==> config.mk <==
export PLATFORM = sky130hd
export DESIGN_NAME = vga_timing_gen_flat
export DESIGN_NICKNAME = d
export VERILOG_FILES = /design/src/rtl/vga_timing_gen_if.sv /design/src/rtl/vga_timing_gen.sv /design/src/flat_wrapper.sv
export SDC_FILE = /design/constraint.sdc
export NUM_CORES = 1
export LEC_CHECK = 0
export CAP_MARGIN = 20
export CORE_ASPECT_RATIO = 1.2
export CORE_MARGIN = 2
export CORE_UTILIZATION = 53
export DETAILED_ROUTE_END_ITERATION = 6
export PLACE_DENSITY = 0.86
export SETUP_SLACK_MARGIN = 0.05
export SKIP_LAST_GASP = 1
export SLEW_MARGIN = 25
export SYNTH_ARGS = -nofsm -noshare
export SYNTH_HDL_FRONTEND = slang
export SYNTH_SLANG_ARGS = --single-unit
==> constraint.sdc <==
create_clock -name vga_clk -period 6 [get_ports vga_clk]
set_input_delay 1.5 -clock vga_clk [delete_from_list [all_inputs] [get_ports vga_clk]]
set_output_delay 1.5 -clock vga_clk [all_outputs]
set_load 0.01 [all_outputs]
==> src/rtl/vga_timing_gen_if.sv <==
// Raster timing bundle from the timing generator to sprite mappers, palette stages and VGA pins.
interface vga_timing_gen_if;
    localparam int unsigned CNT_W = 10;
    localparam int unsigned FC_W  = 8;

    logic [CNT_W-1:0] DrawX;
    logic [CNT_W-1:0] DrawY;
    logic             blank;
    logic             hs;
    logic             vs;
    logic             line_end;
    logic             frame_end;
    logic [FC_W-1:0]  frame_count;

    modport master (
        output DrawX, DrawY, blank, hs, vs, line_end, frame_end, frame_count
    );

    modport slave (
        input  DrawX, DrawY, blank, hs, vs, line_end, frame_end, frame_count
    );
endinterface

==> src/rtl/vga_timing_gen.sv <==
// Free-running VGA raster counters with coordinate outputs, blanking, line/frame strobes,
// a frame counter and active-low syncs delayed to line up with downstream colour data.
module vga_timing_gen #(
    parameter int unsigned H_ACTIVE   = 640,
    parameter int unsigned H_FP       = 16,
    parameter int unsigned H_SYNC     = 96,
    parameter int unsigned H_BP       = 48,
    parameter int unsigned V_ACTIVE   = 480,
    parameter int unsigned V_FP       = 10,
    parameter int unsigned V_SYNC     = 2,
    parameter int unsigned V_BP       = 33,
    parameter int unsigned PIPE_DELAY = 2
) (
    input  logic             vga_clk,
    input  logic             reset_n,
    vga_timing_gen_if.master o_vga
);

    localparam int unsigned CNT_W   = 10;
    localparam int unsigned FC_W    = 8;
    localparam int unsigned H_TOTAL = H_ACTIVE + H_FP + H_SYNC + H_BP;
    localparam int unsigned V_TOTAL = V_ACTIVE + V_FP + V_SYNC + V_BP;
    localparam int unsigned H_S_LO  = H_ACTIVE + H_FP;
    localparam int unsigned H_S_HI  = H_ACTIVE + H_FP + H_SYNC;
    localparam int unsigned V_S_LO  = V_ACTIVE + V_FP;
    localparam int unsigned V_S_HI  = V_ACTIVE + V_FP + V_SYNC;

    // Reject geometries the 10-bit counters cannot represent, and over-deep sync pipes.
    if (H_TOTAL > 1024) begin : g_chk_h
        $error("vga_timing_gen: H_TOTAL exceeds 1024");
    end
    if (V_TOTAL > 1024) begin : g_chk_v
        $error("vga_timing_gen: V_TOTAL exceeds 1024");
    end
    if (PIPE_DELAY > 7) begin : g_chk_pipe
        $error("vga_timing_gen: PIPE_DELAY must be 0..7");
    end

    logic [CNT_W-1:0] r_hc;
    logic [CNT_W-1:0] r_vc;
    logic [FC_W-1:0]  r_frame_count;

    logic       w_line_end;
    logic       w_frame_end;
    logic       w_blank;
    logic [1:0] w_sync_raw;   // {vsync_n, hsync_n} for the current coordinate
    logic [1:0] w_sync_out;

    // Raster decode straight from the counter registers (compared at 32 bits to avoid truncation).
    assign w_line_end    = (32'(r_hc) == H_TOTAL - 1);
    assign w_frame_end   = w_line_end && (32'(r_vc) == V_TOTAL - 1);
    assign w_blank       = (32'(r_hc) < H_ACTIVE) && (32'(r_vc) < V_ACTIVE);
    assign w_sync_raw[0] = !((32'(r_hc) >= H_S_LO) && (32'(r_hc) < H_S_HI));
    assign w_sync_raw[1] = !((32'(r_vc) >= V_S_LO) && (32'(r_vc) < V_S_HI));

    // Horizontal/vertical counters and completed-frame counter.
    always_ff @(posedge vga_clk or negedge reset_n) begin
        if (!reset_n) begin
            r_hc          <= '0;
            r_vc          <= '0;
            r_frame_count <= '0;
        end else begin
            if (w_line_end) begin
                r_hc <= '0;
                r_vc <= w_frame_end ? '0 : r_vc + CNT_W'(1);
            end else begin
                r_hc <= r_hc + CNT_W'(1);
            end
            if (w_frame_end) begin
                r_frame_count <= r_frame_count + FC_W'(1);
            end
        end
    end

    if (PIPE_DELAY == 0) begin : g_no_pipe
        assign w_sync_out = w_sync_raw;
    end else begin : g_pipe
        localparam int unsigned PIPE_W = 2 * PIPE_DELAY;

        logic [PIPE_W-1:0] r_sync_pipe;

        // Sync delay line; newest pair enters at the bottom, oldest falls off the top.
        always_ff @(posedge vga_clk or negedge reset_n) begin
            if (!reset_n) begin
                r_sync_pipe <= '1;
            end else begin
                r_sync_pipe <= PIPE_W'({r_sync_pipe, w_sync_raw});
            end
        end

        assign w_sync_out = r_sync_pipe[PIPE_W-1 -: 2];
    end

    assign o_vga.DrawX       = r_hc;
    assign o_vga.DrawY       = r_vc;
    assign o_vga.blank       = w_blank;
    assign o_vga.hs          = w_sync_out[0];
    assign o_vga.vs          = w_sync_out[1];
    assign o_vga.line_end    = w_line_end;
    assign o_vga.frame_end   = w_frame_end;
    assign o_vga.frame_count = r_frame_count;

endmodule

==> src/flat_wrapper.sv <==
// flat-port wrapper written by rule: the top's interface ports become plain ports
module vga_timing_gen_flat 
#(
    parameter int unsigned H_ACTIVE   = 640,
    parameter int unsigned H_FP       = 16,
    parameter int unsigned H_SYNC     = 96,
    parameter int unsigned H_BP       = 48,
    parameter int unsigned V_ACTIVE   = 480,
    parameter int unsigned V_FP       = 10,
    parameter int unsigned V_SYNC     = 2,
    parameter int unsigned V_BP       = 33,
    parameter int unsigned PIPE_DELAY = 2
)
  (vga_clk, reset_n, o_vga_DrawX, o_vga_DrawY, o_vga_blank, o_vga_hs, o_vga_vs, o_vga_line_end, o_vga_frame_end, o_vga_frame_count);
  vga_timing_gen_if o_vga_i ();
  input  logic vga_clk;
  input  logic reset_n;
  output wire logic [$bits(o_vga_i.DrawX)-1:0] o_vga_DrawX;
  output wire logic [$bits(o_vga_i.DrawY)-1:0] o_vga_DrawY;
  output wire logic [$bits(o_vga_i.blank)-1:0] o_vga_blank;
  output wire logic [$bits(o_vga_i.hs)-1:0] o_vga_hs;
  output wire logic [$bits(o_vga_i.vs)-1:0] o_vga_vs;
  output wire logic [$bits(o_vga_i.line_end)-1:0] o_vga_line_end;
  output wire logic [$bits(o_vga_i.frame_end)-1:0] o_vga_frame_end;
  output wire logic [$bits(o_vga_i.frame_count)-1:0] o_vga_frame_count;
  assign o_vga_DrawX = o_vga_i.DrawX;
  assign o_vga_DrawY = o_vga_i.DrawY;
  assign o_vga_blank = o_vga_i.blank;
  assign o_vga_hs = o_vga_i.hs;
  assign o_vga_vs = o_vga_i.vs;
  assign o_vga_line_end = o_vga_i.line_end;
  assign o_vga_frame_end = o_vga_i.frame_end;
  assign o_vga_frame_count = o_vga_i.frame_count;
  vga_timing_gen #(.H_ACTIVE(H_ACTIVE), .H_FP(H_FP), .H_SYNC(H_SYNC), .H_BP(H_BP), .V_ACTIVE(V_ACTIVE), .V_FP(V_FP), .V_SYNC(V_SYNC), .V_BP(V_BP), .PIPE_DELAY(PIPE_DELAY)) u_core (.vga_clk(vga_clk), .reset_n(reset_n), .o_vga(o_vga_i));
endmodule
## After elaboration in Yosys (flattened, before gate mapping)

Index checks and enable logic that the tools add are counted.

- Add/sub/neg operators: 3
- $mul: 0
- Divide/modulo/power cells: 0
- Order comparisons: 6
- Eq/ne operators: 2
- Shift-type cells: 0
- Mux-type cells: 2
- Bitwise gates (word level): 0
- Reductions and logical operators: 6

Operators by type and width:

| cell | count |
|---|---|
| $add 10x1->10 const B | 2 |
| $eq 10x10->1 const B | 2 |
| $lt 10x10->1 const B | 2 |
| $lt 10x9->1 const B | 2 |
| $mux 10 | 2 |
| $ge 10x10->1 const B | 1 |
| $ge 10x9->1 const B | 1 |
| $add 8x1->8 const B | 1 |
| $logic_and 1x1->1 | 4 |
| $logic_not 1->1 | 2 |

- Register bits: 32
- Latch bits: 0
- RAM bits: 0
- ROM bits: 0
- Input bits: 2
- Output and inout bits: 33
- Logic and storage cells: 23
- Memories kept: 0

## Longest topological paths before layout

- Depth in word-level cells: 3
- Depth in mapped cells: 7
- Mapped depth without buffers: 6

## Least setup slack after synthesis

Ideal clock, no wire load.

- Path kind: reg-to-output
- Start point: reg u_core.r_hc[0] (netlist: u_core.o_vga.DrawX[0])
- End point: out o_vga_frame_end
- Arrival time: 1,687 ps
- Required time: 4,500 ps
- Slack: 2,813 ps
- Stages on the path, launching flop included: 5
- Buffers on the path: 0
- Cell sequence: dfrtp_1 > ha_1 > nand4_1 > or3_4 > nor2_1

- Cells in the longest elaborated chain, start to end: 2

Ends and longest elaborated chain:

| item | RTL line | text |
|---|---|---|
| start: declaration | vga_timing_gen.sv:39 | `logic [CNT_W-1:0] r_hc;` |
| start signal: assignment | vga_timing_gen.sv:67 | `r_hc <= r_hc + CNT_W'(1);` |
| $eq 10x10->1 | vga_timing_gen.sv:50 | `assign w_line_end = (32'(r_hc) == H_TOTAL - 1);` |
| $logic_and 1x1->1 | vga_timing_gen.sv:51 | `assign w_frame_end = w_line_end && (32'(r_vc) == V_TOTAL - 1);` |
| end: declaration | flat_wrapper.sv:24 | `output wire logic [$bits(o_vga_i.frame_end)-1:0] o_vga_frame_end;` |

No other way between the ends.

## Worst setup path in the final report

Ends and elaborated chain as after synthesis.

==> qor.yml <==
crit_path_max_fanout: 12
cellLeakagePower_uw: 0.000873
synth_simple_gate_area_share_pct: 22.4
syn-num-nets: 147
crit_path_cell_trace: "ha_1 > nand4_1 > or3_4 > nor2_1 > clkdlybuf4s50_1"
top_level_ports: 35
dpl.hpwl_mm: 2.23
fillers: 224
core-area_mm2: 0.00276
finish.instance_area_mm2: 0.00195
synth_edf_count: 0
antenna_cells_inserted: 0
cts_tree: "built"
final.min_clock_period_ns: 4.30
die_area_mm2: 0.00332
grt_start_max_net_pins: 33
per_cell_via_count_in_the_routed_design: 5.47
place_worst_setup_slack_ns: 2.07
worst_clock_skew_ns: 0.00957
gr-usage-met1_pct: 26.8
finalCritPeriodShare_pct: 71.7
number_of_global_route_vias_before_repair: 1166
grt_use_met2_pct: 34.5
portion_of_the_post_synthesis_area_used_by_sequential_elements_pct: 52.9
timing_worst_slew_pin_value_ns: 0.603
timing.setup.critical_path_class: "flop to output port"
yosys.cell_types.count: 29
maxSlewViolCount: 0
postPlaceCellArea_mm2: 0.00189
clk_path_buf_depth: 2
placementRows: 21
final_nets: 186
floorplan.die.width_um: 52.9
antenna_violations_before_repair: 0
global_route.usage.total_pct: 21.9
cpMaxStageDelayCell: "sky130_fd_sc_hd__clkdlybuf4s50_1"
synth.mux.area_fraction_pct: 1.40
first_iter_violations: 20
syn-mean-instance-area_um2: 10.9
synth-async-reset-ratio_pct: 100
finalSetupViolCount: 0
vdd_ir_drop_max_mv: 0.146
area_delta_synth_final_pct: 28.3
critical-path-max-stage-delay_ns: 0.62
via_count: 1171
worstSetupStartpointType: "flop"
port-buffer-count: 34
critical_path_data_required_time_ns: 4.50
drtPass1Iterations: 4
crit_path_end_kind: "output port"
drt-total-wl_mm: 3.00
synth_seq_cells: 32
clk_latency_ns: 0.33
post_synthesis_compound_gate_area_fraction_pct: 3.45
grtUsageMet3_pct: 7.18
yosys_warning_total: 0
wl_per_cell_um: 14.0
chipHeight_um: 62.7
routabilityCongestion: 0.872
timing.final.ws_setup_ns: 1.70
timing.fmax_mhz: 232
post-cts-setup-buffer-count: 0
gr-total-overflow: 0
floorplan.initialDensity_pct: 55.2
summed_instance_area_of_the_synthesized_netlist_mm2: 0.00152
drv_cap: 0
combinational_family_with_the_most_area_after_synthesis: "simple AND/OR/NAND/NOR gates"
synth_fa_ha_area_share_pct: 4.11
cts_repair_resize_count: 0
dpl.cell_count: 206
top_usage_layer: "met2"
worstPathBufferInverterCount: 1
layout_commonest_cell: "sky130_fd_sc_hd__clkdlybuf4s50_1"
setup.reg_to_reg.worst_slack_ns: 3.66
holdBufCountCts: 0
hold_viol: 0
route.detailed.drc: 0
crit_arrival_ns: 2.80
synth-xor-area-share_pct: 11.5
p_per_area_mw_per_mm2: 183
synth_top_flop_cell: "sky130_fd_sc_hd__dfrtp_1"
slew_headroom_pct: 59.4
finalHoldWorstSlack_ns: 0.363
min-delay-path-class: "flop to flop"
ctsRootBufferMaster: "sky130_fd_sc_hd__clkbuf_4"
fin_setup_tns_ns: 0
layout.cells.most_common_list: "34 x sky130_fd_sc_hd__clkdlybuf4s50_1, 28 x sky130_fd_sc_hd__dfrtp_1, 16 x sky130_fd_sc_hd__nand3_1"
cts.sink_count: 32
critical_path.top_delay_family: "simple AND/OR/NAND/NOR gates"
wire_length_of_the_first_global_routing_pass_mm: 5.24
syn_inst: 140
tritoncts.num_buffers: 5
cts.htree.levels: 2
cts.clk_slew.worst_paths_ns: 0.10
rsz0062_at_grt: "false"
outcome: "finished clean"
final_antenna_net_count: 0
fraction_of_final_layout_cells_with_drive_strength_greater_than_1_pct: 10.0
fin_cells: 214
## power breakdown
| group | switching (uW) | total [uW] | leakage (uW) | internal [uW] |
|---|---|---|---|---|
| Combinational | 3.99 | 4.99 | 0.000415 | 0.996 |
| Sequential | 0 | 216 | 0.000419 | 216 |
| Clock | 68.7 | 138 | 0.0000386 | 68.9 |
| Total | 72.7 | 358 | 0.000873 | 285 |
## state kept, by name, indices dropped and copies added (netlist names)
register                   cells
u_core.o_vga.DrawX            10
u_core.o_vga.frame_count       8
u_core.o_vga.DrawY            10
u_core.g_pipe.r_sync_pipe      4
## Yosys cell counts (all sizes together), types with 3 or more instances
cell type | number | share of area, %
inv | 10 | 2.5
nor3 | 6 | 2.0
ha | 5 | 4.1
dfstp | 4 | 6.9
nand3 | 16 | 5.3
nor2 | 10 | 2.5
nand2 | 4 | 0.99
buf | 3 | 1.8
or3 | 4 | 2.4
dfrtp | 28 | 46
nor4 | 7 | 2.9
o21ai | 4 | 1.3
xor2 | 10 | 5.8
xnor2 | 10 | 5.8
nand4 | 6 | 2.9
## stage by stage
stage	total power [uW]	util, %
after floorplan	220	-
final	358	70.8
after CTS	364	70.8
after detailed placement	225	68.3
after global placement	225	68.3
after global routing	373	70.8
## per-layer routing
layer | wire length (um) | vias up
met5 | 0 | -
met4 | 77 | 0
met3 | 142 | 9
met2 | 1560 | 32
met1 | 1220 | 561
li1 | - | 569
## cells by family after synthesis
logic type | after synthesis
buffers and inverters | 13
flip-flops | 32
adder cells (fa/ha/maj) | 5
XOR/XNOR | 20
multiplexers | 2
AO/OA/AOI/OAI | 8
AND/OR/NAND/NOR | 60
## final cells by class
cell class	instances	area, um2	area share, %
Tap cell	34	42.5	2.18
Clock buffer	8	68.8	3.52
Multi-Input combinational cell	95	652	33.4
Inverter	10	37.5	1.92
Sequential cell	32	806	41.2
Timing Repair Buffer	35	348	17.8
## worst paths after layout
check	startpoint	end	depth (start not counted)
max reg2reg	u_core.o_vga.DrawX[0]	u_core.o_vga.frame_count[1]	5
min reg2reg	u_core.g_pipe.r_sync_pipe[0]	u_core.g_pipe.r_sync_pipe[2]	0
max	u_core.o_vga.DrawX[0]	o_vga_frame_end	5
min	u_core.g_pipe.r_sync_pipe[0]	u_core.g_pipe.r_sync_pipe[2]	0
max in group asynchronous	reset_n	u_core.g_pipe.r_sync_pipe[1]	2
min in group asynchronous	reset_n	u_core.o_vga.DrawX[8]	2
(Power assumes the default switching activity.)
